$ cat config.mk
export PLATFORM = sky130hd
export DESIGN_NAME = mag_sar_search_flat
export DESIGN_NICKNAME = d
export VERILOG_FILES = /design/src/rtl/mag_sar_search_if.sv /design/src/rtl/mag_sar_search.sv /design/src/flat_wrapper.sv
export SDC_FILE = /design/constraint.sdc
export NUM_CORES = 1
export LEC_CHECK = 0
export ABC_AREA = 1
export CORE_UTILIZATION = 56
export CTS_CLUSTER_DIAMETER = 120
export CTS_CLUSTER_SIZE = 20
export DETAILED_ROUTE_END_ITERATION = 7
export PLACE_DENSITY = 0.83
export SLEW_MARGIN = 20
export SYNTH_ARGS = -nofsm -noshare
export SYNTH_HDL_FRONTEND = slang
export SYNTH_SLANG_ARGS = --single-unit
$ cat constraint.sdc
create_clock -name clk -period 3 [get_ports clk]
set_input_delay 0.6 -clock clk [delete_from_list [all_inputs] [get_ports clk]]
set_output_delay 0.6 -clock clk [all_outputs]
set_load 0.005 [all_outputs]
$ cat src/rtl/mag_sar_search_if.sv
// rtl/mag_sar_search_if.sv - search engine to comparator and requester signal bundle
interface mag_sar_search_if #(
    parameter int WIDTH = 4
);
    logic             start;
    logic [WIDTH-1:0] probe;
    logic             cmp_e;
    logic             cmp_g;
    logic             cmp_l;
    logic             busy;
    logic             done;
    logic [WIDTH-1:0] result;
    logic             err;

    modport master (
        input  start, cmp_e, cmp_g, cmp_l,
        output probe, busy, done, result, err
    );

    modport slave (
        output start, cmp_e, cmp_g, cmp_l,
        input  probe, busy, done, result, err
    );
endinterface

$ cat src/rtl/mag_sar_search.sv
// rtl/mag_sar_search.sv - successive-approximation search against an external magnitude comparator
module mag_sar_search #(
    parameter int WIDTH = 4
) (
    input  logic              clk,
    input  logic              rst_n,
    mag_sar_search_if.master  bus
);
    localparam logic [WIDTH-1:0] MSB = {1'b1, {(WIDTH-1){1'b0}}};

    typedef enum logic [1:0] {IDLE, SEARCH, DONE} state_t;

    state_t           state, state_n;
    logic [WIDTH-1:0] acc, acc_n;
    logic [WIDTH-1:0] mask, mask_n;
    logic [WIDTH-1:0] probe, probe_n;
    logic [WIDTH-1:0] result, result_n;
    logic             err, err_n;
    logic [WIDTH-1:0] acc_upd;
    logic             flags_ok;

    always_ff @(posedge clk or negedge rst_n) begin
        if (!rst_n) begin
            state  <= IDLE;
            acc    <= '0;
            mask   <= '0;
            probe  <= '0;
            result <= '0;
            err    <= 1'b0;
        end else begin
            state  <= state_n;
            acc    <= acc_n;
            mask   <= mask_n;
            probe  <= probe_n;
            result <= result_n;
            err    <= err_n;
        end
    end

    // Exactly one of the three flags must be high for a trustworthy comparison
    assign flags_ok = ( bus.cmp_e & ~bus.cmp_g & ~bus.cmp_l) |
                      (~bus.cmp_e &  bus.cmp_g & ~bus.cmp_l) |
                      (~bus.cmp_e & ~bus.cmp_g &  bus.cmp_l);

    always_comb begin
        state_n  = state;
        acc_n    = acc;
        mask_n   = mask;
        probe_n  = probe;
        result_n = result;
        err_n    = err;
        acc_upd  = bus.cmp_g ? probe : acc;

        case (state)
            IDLE: begin
                if (bus.start) begin
                    acc_n    = '0;
                    mask_n   = MSB;
                    probe_n  = MSB;
                    result_n = '0;
                    err_n    = 1'b0;
                    state_n  = SEARCH;
                end
            end
            SEARCH: begin
                if (!flags_ok) begin
                    err_n    = 1'b1;
                    result_n = '0;
                    probe_n  = '0;
                    state_n  = DONE;
                end else if (bus.cmp_e) begin
                    result_n = probe;
                    probe_n  = '0;
                    state_n  = DONE;
                end else if (mask[0]) begin
                    acc_n    = acc_upd;
                    result_n = acc_upd;
                    probe_n  = '0;
                    state_n  = DONE;
                end else begin
                    acc_n    = acc_upd;
                    mask_n   = mask >> 1;
                    probe_n  = acc_upd | (mask >> 1);
                end
            end
            DONE: begin
                state_n = IDLE;
            end
            default: begin
                state_n = IDLE;
            end
        endcase
    end

    assign bus.probe  = probe;
    assign bus.busy   = (state == SEARCH);
    assign bus.done   = (state == DONE);
    assign bus.result = result;
    assign bus.err    = err;
endmodule
$ cat src/flat_wrapper.sv
// flat-port wrapper written by rule: the top's interface ports become plain ports
module mag_sar_search_flat 
#(
    parameter int WIDTH = 4
)
  (clk, rst_n, bus_start, bus_cmp_e, bus_cmp_g, bus_cmp_l, bus_probe, bus_busy, bus_done, bus_result, bus_err);
  mag_sar_search_if #(.WIDTH(WIDTH)) bus_i ();
  input  logic clk;
  input  logic rst_n;
  input wire logic [$bits(bus_i.start)-1:0] bus_start;
  input wire logic [$bits(bus_i.cmp_e)-1:0] bus_cmp_e;
  input wire logic [$bits(bus_i.cmp_g)-1:0] bus_cmp_g;
  input wire logic [$bits(bus_i.cmp_l)-1:0] bus_cmp_l;
  output wire logic [$bits(bus_i.probe)-1:0] bus_probe;
  output wire logic [$bits(bus_i.busy)-1:0] bus_busy;
  output wire logic [$bits(bus_i.done)-1:0] bus_done;
  output wire logic [$bits(bus_i.result)-1:0] bus_result;
  output wire logic [$bits(bus_i.err)-1:0] bus_err;
  assign bus_i.start = bus_start;
  assign bus_i.cmp_e = bus_cmp_e;
  assign bus_i.cmp_g = bus_cmp_g;
  assign bus_i.cmp_l = bus_cmp_l;
  assign bus_probe = bus_i.probe;
  assign bus_busy = bus_i.busy;
  assign bus_done = bus_i.done;
  assign bus_result = bus_i.result;
  assign bus_err = bus_i.err;
  mag_sar_search #(.WIDTH(WIDTH)) u_core (.clk(clk), .rst_n(rst_n), .bus(bus_i));
endmodule
---- Word level (Yosys, flattened, before mapping) ----
Index checks and enable logic that the tools add are counted.
storage, ports and cells
  output and inout port bits .............. 11
  logic and storage cells ................. 61
  input bits .............................. 6
  register bits ........................... 19
operators by class
  bitwise logic cells ..................... 12
  eq/ne operators ......................... 8
  multiplexer cells ....................... 26
  reduce and logical (&&, ||, !) cells .... 8
operators by type and width
  operator              number
  $mux W4               14
  $pmux W4 S2           4
  $mux W2               4
  $ne A2 B2 Y1 const B  4
  $and A1 B1 Y1         6
  $reduce_and A3 Y1     2
  $reduce_and A5 Y1     1
  $ne A4 B3 Y1 const B  1
  $or A4 B3 Y4          1
  $pmux W2 S2           1
  $reduce_and A2 Y1     2
  $reduce_and A4 Y1     1
  $not A1 Y1            3
  $eq A2 B1 Y1 const B  1
  $eq A2 B2 Y1 const B  1
  $logic_not A2 Y1      1
  $mux W1               2
  $ne A2 B1 Y1 const B  1
  $or A1 B1 Y1          2
  $pmux W1 S2           1
  $reduce_bool A2 Y1    1

---- Depth between registers and ports, before layout ----
Gate-level depths: netlist of the first run.
  depth after elaboration ................. 7
  depth in mapped cells ................... 9
  depth with buffers taken out ............ 8

---- Worst setup path after synthesis of the first run ----
OpenSTA, ideal clock, no wires.
  kind .................................... input to register
  start point ............................. input port bus_cmp_g
  end point ............................... register u_core.mask[0]
  stages .................................. 8
  arrival time ............................ 1.314 ns
  slack ................................... 1.563 ns
  required time ........................... 2.877 ns
  setup time .............................. 0.123 ns
  buffers on the path ..................... 2
  cells stage by stage .................... buf_6 -> inv_2 -> nand3_2 -> nand3_4 -> nand2_2 -> buf_6 -> nand2_2 -> o21ai_2
on the way
  word-level cells in the longest chain between the ends .. 7
  elaborated cells between the ends (all ways) .. 11
RTL lines
  item                                  line                                        text
  from (decl)                           flat_wrapper.sv:12                          input wire logic [$bits(bus_i.cmp_g)-1:0] bus_cmp_g;
  $not A1 Y1                            mag_sar_search.sv:41, mag_sar_search.sv:43
  $and A1 B1 Y1 (2 in series)           mag_sar_search.sv:41                        assign flags_ok = ( bus.cmp_e & ~bus.cmp_g & ~bus.cmp_l) |
  $or A1 B1 Y1                          mag_sar_search.sv:41
  $or A1 B1 Y1 *                        mag_sar_search.sv:42                        (~bus.cmp_e & bus.cmp_g & ~bus.cmp_l) |
  $ne A2 B1 Y1 (no source line) *       n/a
  $reduce_and A4 Y1 (no source line) *  n/a
  to (signal assigned)                  mag_sar_search.sv:33                        mask <= mask_n;
  to (decl)                             mag_sar_search.sv:15                        logic [WIDTH-1:0] mask, mask_n;
Mark *: on every way between the ends. The rest lies on a longest branch, timed or not.
A chain may end at the register's enable or synchronous reset.

---- Final worst setup path of the first run ----
  start point ............................. register u_core.state[0]
  end point ............................... output port bus_busy
on the way
  word-level cells in the longest chain between the ends .. 1
RTL lines
  item                    line                  text
  from (decl)             mag_sar_search.sv:13  state_t state, state_n;
  from (signal assigned)  mag_sar_search.sv:31  state <= state_n;
  $eq A2 B1 Y1            mag_sar_search.sv:96  assign bus.busy = (state == SEARCH);
  to (decl)               flat_wrapper.sv:15    output wire logic [$bits(bus_i.busy)-1:0] bus_busy;
No other way between the ends.

==> results.yml, run 1 <==
setup_path:
  worstSetupStartpointType: "flop"
  crit-reg2reg-launch: "u_core.state[0]"
  ff2ff_setup_slack_ns: 1.55
  worstRegToRegCells: 6
  critPathArrivalTime_ns: 1.54
  endpoint_kind: "output port"
  critical_path_class: "flop to output port"
  cp-startpoint: "u_core.state[0]"
  path_max_fanout: 9
  required_ns: 2.40
  r2r-end: "u_core.acc[0]"
clock_network:
  path_clk_slew_ns: 0.11
  clock-sinks: 19
  post_cts_buffers: 0
  cts_tree: "yes"
  clk_path_buf_depth: 2
  cts_made_buffers: 3
  cts-root-buf: "clkbuf_4"
  cts.repair.resized: 0
  clk_latency_ns: 0.30
  htreeDepth: 1
  cts_hold_buf: 0
synth:
  avgSynthCellArea_um2: 8.63
  synth-seq-cells: 19
  synth_cells: 127
  syn_area_um2: 1100
  syn-num-nets: 133
  ys_seq_area_frac: 0.434
  ys_warn_count: 0
  synth.distinct_cells: 21
placement:
  dpl.hpwl_um: 1610
  port_buffers: 16
  dp_cells: 166
  place_area_um2: 1260
  gp_routability_congestion: 0.878
run:
  drv_cap: 0
floorplanning:
  die-width_um: 46.2
  die_area_um2: 2140
  core_um2: 1780
  start_util: 0.615
  ios: 17
  rows: 15
  die_h_um: 46.2
cells_and_area:
  area.sequential_um2: 475
  num-fill-cells: 140
  antenna_cells: 0
  area_growth_syn_to_layout_pct: 17.9
  finalNonFillerCells: 170
  finish.utilization: 0.725
  final_area_um2: 1290
  multi_input_area_um2: 552
  final_nets: 152
  drive_above_1_share: 0.241
global_route:
  track_usage: 0.222
  antenna_found_initial: 0
  grt_pass1_wl_um: 3250
  grt_overflow_total: 0
  grt_max_degree: 20
  grt_pass1_vias: 762
timing:
  grt_setup_unrepaired: "false"
  fin_setup_tns_ns: 0
  fmax_mhz: 468
  drv_slew: 0
  hold_viol: 0
  fin_crit_sh: 0.712
  min_period_ns: 2.14
  setup_violations: 0
  holdWs_ns: 0.489
  skew_ns: 0.00196
  worstMarginPinSlew_ns: 0.844
  slew_headroom: 0.436
routing:
  vias_per_cell: 5.22
  routedWlPerCell_um: 12.4
  ant_nets: 0
  drt_iter0_markers: 24
  dr_total_vias: 887
  drc: 0
  firstDrtPassIters: 4
  routed_wl_um: 2100
min_path:
  min_path_type: "flop to flop"
  hold_depth: 2
  hp-start: "u_core.bus.err"
  whs_endpoint: "u_core.bus.err"
status:
  outcome: "finished clean"
power:
  p_per_area_nw_per_um2: 798
  power_leakage_nw: 0.622
  peakVddDrop_mv: 0.472
-- sequential cells by signal, summed over array words and instances (netlist names) --
register,count
u_core.state,2
u_core.bus.err,1
u_core.acc,4
u_core.bus.result,4
u_core.mask,4
u_core.bus.probe,4
-- metrics by stage --
| step | total power [mW] | setup WS [ns] |
|---|---|---|
| 2_1_floorplan | 0.742 | 1.56 |
| 3_3_place_gp | 0.895 | 0.909 |
| 3_5_place_dp | 0.909 | 0.840 |
| 4_1_cts | 1.04 | 0.852 |
| 5_1_grt | 1.11 | 0.817 |
| 6_report | 1.03 | 0.864 |
-- synth_stat cells --
master	number	area, um^2
nor3_4	1	16.3
o21ai_2	7	61.3
or2_2	3	18.8
a21oi_1	3	15.0
nand2_2	5	31.3
a21boi_0	1	7.51
dfrtp_1	19	475
o21ai_0	10	50.1
nor3_1	1	5.00
a21oi_4	1	16.3
nand2_1	36	135
nor2_1	11	41.3
nand2_4	7	78.8
inv_2	3	11.3
clkinv_4	1	8.76
nand3_2	1	10.0
buf_6	2	22.5
nand3_1	5	25.0
inv_1	7	26.3
nand3_4	2	35.0
o21ai_1	1	5.00
-- cell usage in the layout, fill, tap and decap left out --
master | synthesis | final
a21boi_0 | 1 | 1
a21oi_1 | 3 | 3
a21oi_4 | 1 | 1
clkbuf_4 | 0 | 3
clkdlybuf4s50_1 | 0 | 16
clkinv_2 | 0 | 1
clkinv_4 | 1 | 1
dfrtp_1 | 19 | 19
inv_1 | 7 | 7
inv_2 | 3 | 3
nand2_1 | 36 | 36
nand2_2 | 5 | 5
nand2_4 | 7 | 7
nand3_1 | 5 | 5
nand3_2 | 1 | 1
nand3_4 | 2 | 2
nor2_1 | 11 | 11
nor3_1 | 1 | 1
nor3_4 | 1 | 1
o21ai_0 | 10 | 10
o21ai_1 | 1 | 1
o21ai_2 | 7 | 7
or2_2 | 3 | 3
-- worst max-delay path by stage --
stage,end,depth (start not counted)
after floorplan,u_core.mask[0],8
after global placement,u_core.acc[0],8
after detailed placement,u_core.acc[0],8
after CTS,bus_busy,3
after global routing,bus_busy,3
final,bus_busy,3
-- critical path, stage by stage (launching register included) --
cell and delay, ns:
dfrtp_1 0.47, nand2_4 0.13, clkinv_4 0.12, clkdlybuf4s50_1 0.51
-- cell families after synthesis --
kind of cell / after synthesis / share of synthesized area
flip-flops: 19 / 0.434
buffers and inverters: 13 / 0.0628
AND/OR/NAND/NOR: 72 / 0.362
AO/OA/AOI/OAI: 23 / 0.142
-- layout make-up --
| class | instances | area share |
|---|---|---|
| Clock inverter | 1 | 0.00387 |
| Multi-Input combinational cell | 95 | 0.427 |
| Timing Repair Buffer | 16 | 0.124 |
| Inverter | 11 | 0.0358 |
| Sequential cell | 19 | 0.368 |
| Tap cell | 25 | 0.0242 |
| Clock buffer | 3 | 0.0174 |
-- routing by layer --
layer | GRT usage | part of all wire | vias up
met2 | 0.352 | 0.48 | 16
met3 | 0.0353 | 0.034 | 6
met4 | 0.129 | 0.025 | 0
li1 | - | - | 444
met1 | 0.283 | 0.46 | 421
met5 | 0 | 0 | -
-- report_power, final --
group          total, mW  switching, mW  internal (mW)
registers          0.400         0.0627          0.338
logic              0.502          0.290          0.212
clock network      0.130         0.0800         0.0497
total               1.03          0.432          0.600
No activity file was read; power rests on OpenSTA's default activity.
==> inputs of run 2 (changes only) <==
--- a/config.mk
+++ b/config.mk
@@ -6,11 +6,11 @@
 export NUM_CORES = 1
 export LEC_CHECK = 0
 export ABC_AREA = 1
-export CORE_UTILIZATION = 56
+export CORE_UTILIZATION = 47
 export CTS_CLUSTER_DIAMETER = 120
 export CTS_CLUSTER_SIZE = 20
 export DETAILED_ROUTE_END_ITERATION = 7
-export PLACE_DENSITY = 0.83
+export PLACE_DENSITY = 0.74
 export SLEW_MARGIN = 20
 export SYNTH_ARGS = -nofsm -noshare
 export SYNTH_HDL_FRONTEND = slang
==> constraint.sdc (replaced) <==
create_clock -name clk -period 1.8 [get_ports clk]
set_input_delay 0.36 -clock clk [delete_from_list [all_inputs] [get_ports clk]]
set_output_delay 0.36 -clock clk [all_outputs]
set_load 0.005 [all_outputs]
==> run 2 against run 1 <==
Effect of this change:
- clock-buffer cell count is 1 higher
- non-clock buffer count rose by 7
- cell area rose by 4.8%
- register-to-register slack lost 1.1 ns
- sequential cell count unchanged
- die area up 18%
- clock skew decreased by 0.00087 ns
- critical path type unchanged
- largest cell class unchanged
==> results.yml, run 2 (same netlist as run 1, synthesis figures left out) <==
status:
  outcome: "finished clean"
routing:
  ant_nets: 0
  routed_wl_um: 2230
  firstDrtPassIters: 4
  routedWlPerCell_um: 12.4
  vias_per_cell: 5.02
  drc: 0
  dr_total_vias: 904
  drt_iter0_markers: 16
global_route:
  antenna_found_initial: 0
  met3_usage: 0.0606
  track_usage: 0.206
  grt_pass1_vias: 904
  grt_max_degree: 20
  busiest_layer: "met2"
  grt_overflow_total: 0
  met2_usage: 0.340
  grt_pass1_wl_um: 3880
  use_met1: 0.263
timing:
  worstMarginPinSlew_ns: 0.318
  slew_headroom: 0.788
  hold_viol: 0
  min_period_ns: 1.71
  grt_setup_unrepaired: "false"
  setup_violations: 0
  fin_setup_tns_ns: 0
  drv_slew: 0
  fmax_mhz: 583
  skew_ns: 0.00109
  fin_crit_sh: 0.952
setup_path:
  worstSetupStartpointType: "flop"
  path_buf_inv: 1
  path_max_fanout: 4
  required_ns: 1.44
  ff2ff_setup_slack_ns: 0.41
  critPathArrivalTime_ns: 1.35
  critical_path_class: "flop to output port"
  r2r-end: "u_core.acc[0]"
  crit_family: "buffers and inverters"
  worstRegToRegCells: 7
  endpoint_kind: "output port"
  crit-reg2reg-launch: "u_core.state[1]"
  cp_slowest_cell: "clkdlybuf4s50_1"
  crit_chain: "nor2_1 > clkdlybuf4s50_1"
  max_stage_delay_ns: 0.50
clock_network:
  cts_tree: "yes"
  clk_path_buf_depth: 2
  htreeDepth: 1
  path_clk_slew_ns: 0.10
  cts-root-buf: "clkbuf_4"
  clock-sinks: 19
  clk_latency_ns: 0.29
  cts_hold_buf: 0
  cts_made_buffers: 3
cells_and_area:
  final_cell_mix: "36 x nand2_1, 18 x dfrtp_1, 15 x clkdlybuf4s50_1, 11 x nor2_1, 10 x o21ai_0"
  final_nets: 159
  antenna_cells: 0
  area_growth_syn_to_layout_pct: 23.6
  drive_above_1_share: 0.276
  finalNonFillerCells: 180
  mostFrequentLayoutCell: "nand2_1"
power:
  p_comb_frac: 0.503
  peakVddDrop_mv: 0.780
  p_per_area_nw_per_um2: 1310
  clkPwrFrac: 0.118
  internal_power_mw: 1.04
  power_leakage_nw: 0.657
  swShare: 0.413
  power.share.sequential: 0.379
  p_total_mw: 1.77
  p_switching_uw: 733
floorplanning:
  die-width_um: 50.3
  start_util: 0.495
  die_area_um2: 2530
  core_um2: 2210
  rows: 17
  ios: 17
  die_h_um: 50.3
placement:
  gp_routability_congestion: 0.869
  dp_cells: 174
  port_buffers: 16
  dpl.hpwl_um: 1710
min_path:
  min_path_type: "input pin to asynchronous set/reset pin"
run:
  drv_cap: 0
==> run 2: what timing repair did <==
item,CTS,global route
resized for setup,3,0
setup endpoints to repair,1,0
setup buffers,2,0
==> run 2: worst max-delay path by stage <==
stage	start	endpoint	slack [ns]	cells after the start
after floorplan	u_core.state[0]	u_core.mask[0]	0.56	7
after global placement	bus_cmp_e	u_core.mask[2]	0.10	6
after detailed placement	bus_cmp_g	u_core.acc[0]	0.05	8
after CTS	u_core.state[0]	bus_done	0.07	2
after global routing	u_core.state[0]	bus_done	0.02	2
final	u_core.state[0]	bus_done	0.09	2
==> run 2: layer usage <==
metal / wire length (um) / vias to the layer above
met4: 9 / 0
met2: 1120 / 14
met1: 1020 / 435
met5: 0 / -
li1: - / 453
met3: 76 / 2
==> run 2: power groups by stage <==
stage	logic (mW)	registers, mW	clock network [mW]
after floorplan	0.572	0.664	0
after global placement	0.841	0.673	0
after detailed placement	0.857	0.677	0
after CTS	0.895	0.670	0.218
after global routing	0.990	0.686	0.234
final	0.891	0.672	0.210
==> run 2: final cells by class <==
| cell class | instances | area, um^2 |
|---|---|---|
| clock buffer | 4 | 26.3 |
| multi-input combinational | 95 | 552 |
| timing repair buffer | 23 | 211 |
| sequential | 19 | 477 |
| tap | 28 | 35.0 |
| fill | 215 | 857 |
| inverter | 11 | 53.8 |
==> run 2: worst register-to-register path, cell delays in order (launching register included) <==
cell,delay [ns]
dfrtp_1,0.40
inv_2,0.09
buf_4,0.11
o21ai_2,0.10
a21oi_1,0.17
nand2_2,0.22
nand2_1,0.14
o21ai_2,0.05
==> run 2: metrics by stage <==
stage               hold slack (ns)  setup WS, ns  cell area, um^2  utilization
floorplan                    0.0644         0.557             1100            -
global placement              0.467         0.102             1310        0.590
detailed placement            0.468        0.0480             1310        0.590
CTS                           0.388        0.0696             1360        0.613
global route                  0.411        0.0216             1360        0.613
finish                        0.387        0.0856             1360        0.613
==> inputs of run 3 (changes only) <==
--- a/config.mk
+++ b/config.mk
@@ -6,10 +6,12 @@
 export NUM_CORES = 1
 export LEC_CHECK = 0
 export ABC_AREA = 1
+export CAP_MARGIN = 20
 export CORE_UTILIZATION = 47
 export CTS_CLUSTER_DIAMETER = 120
 export CTS_CLUSTER_SIZE = 20
 export DETAILED_ROUTE_END_ITERATION = 7
+export GPL_ROUTABILITY_DRIVEN = 0
 export PLACE_DENSITY = 0.74
 export SLEW_MARGIN = 20
 export SYNTH_ARGS = -nofsm -noshare
==> results of run 3 <==
Final layout, timing and power as in run 2 (identical DEF).
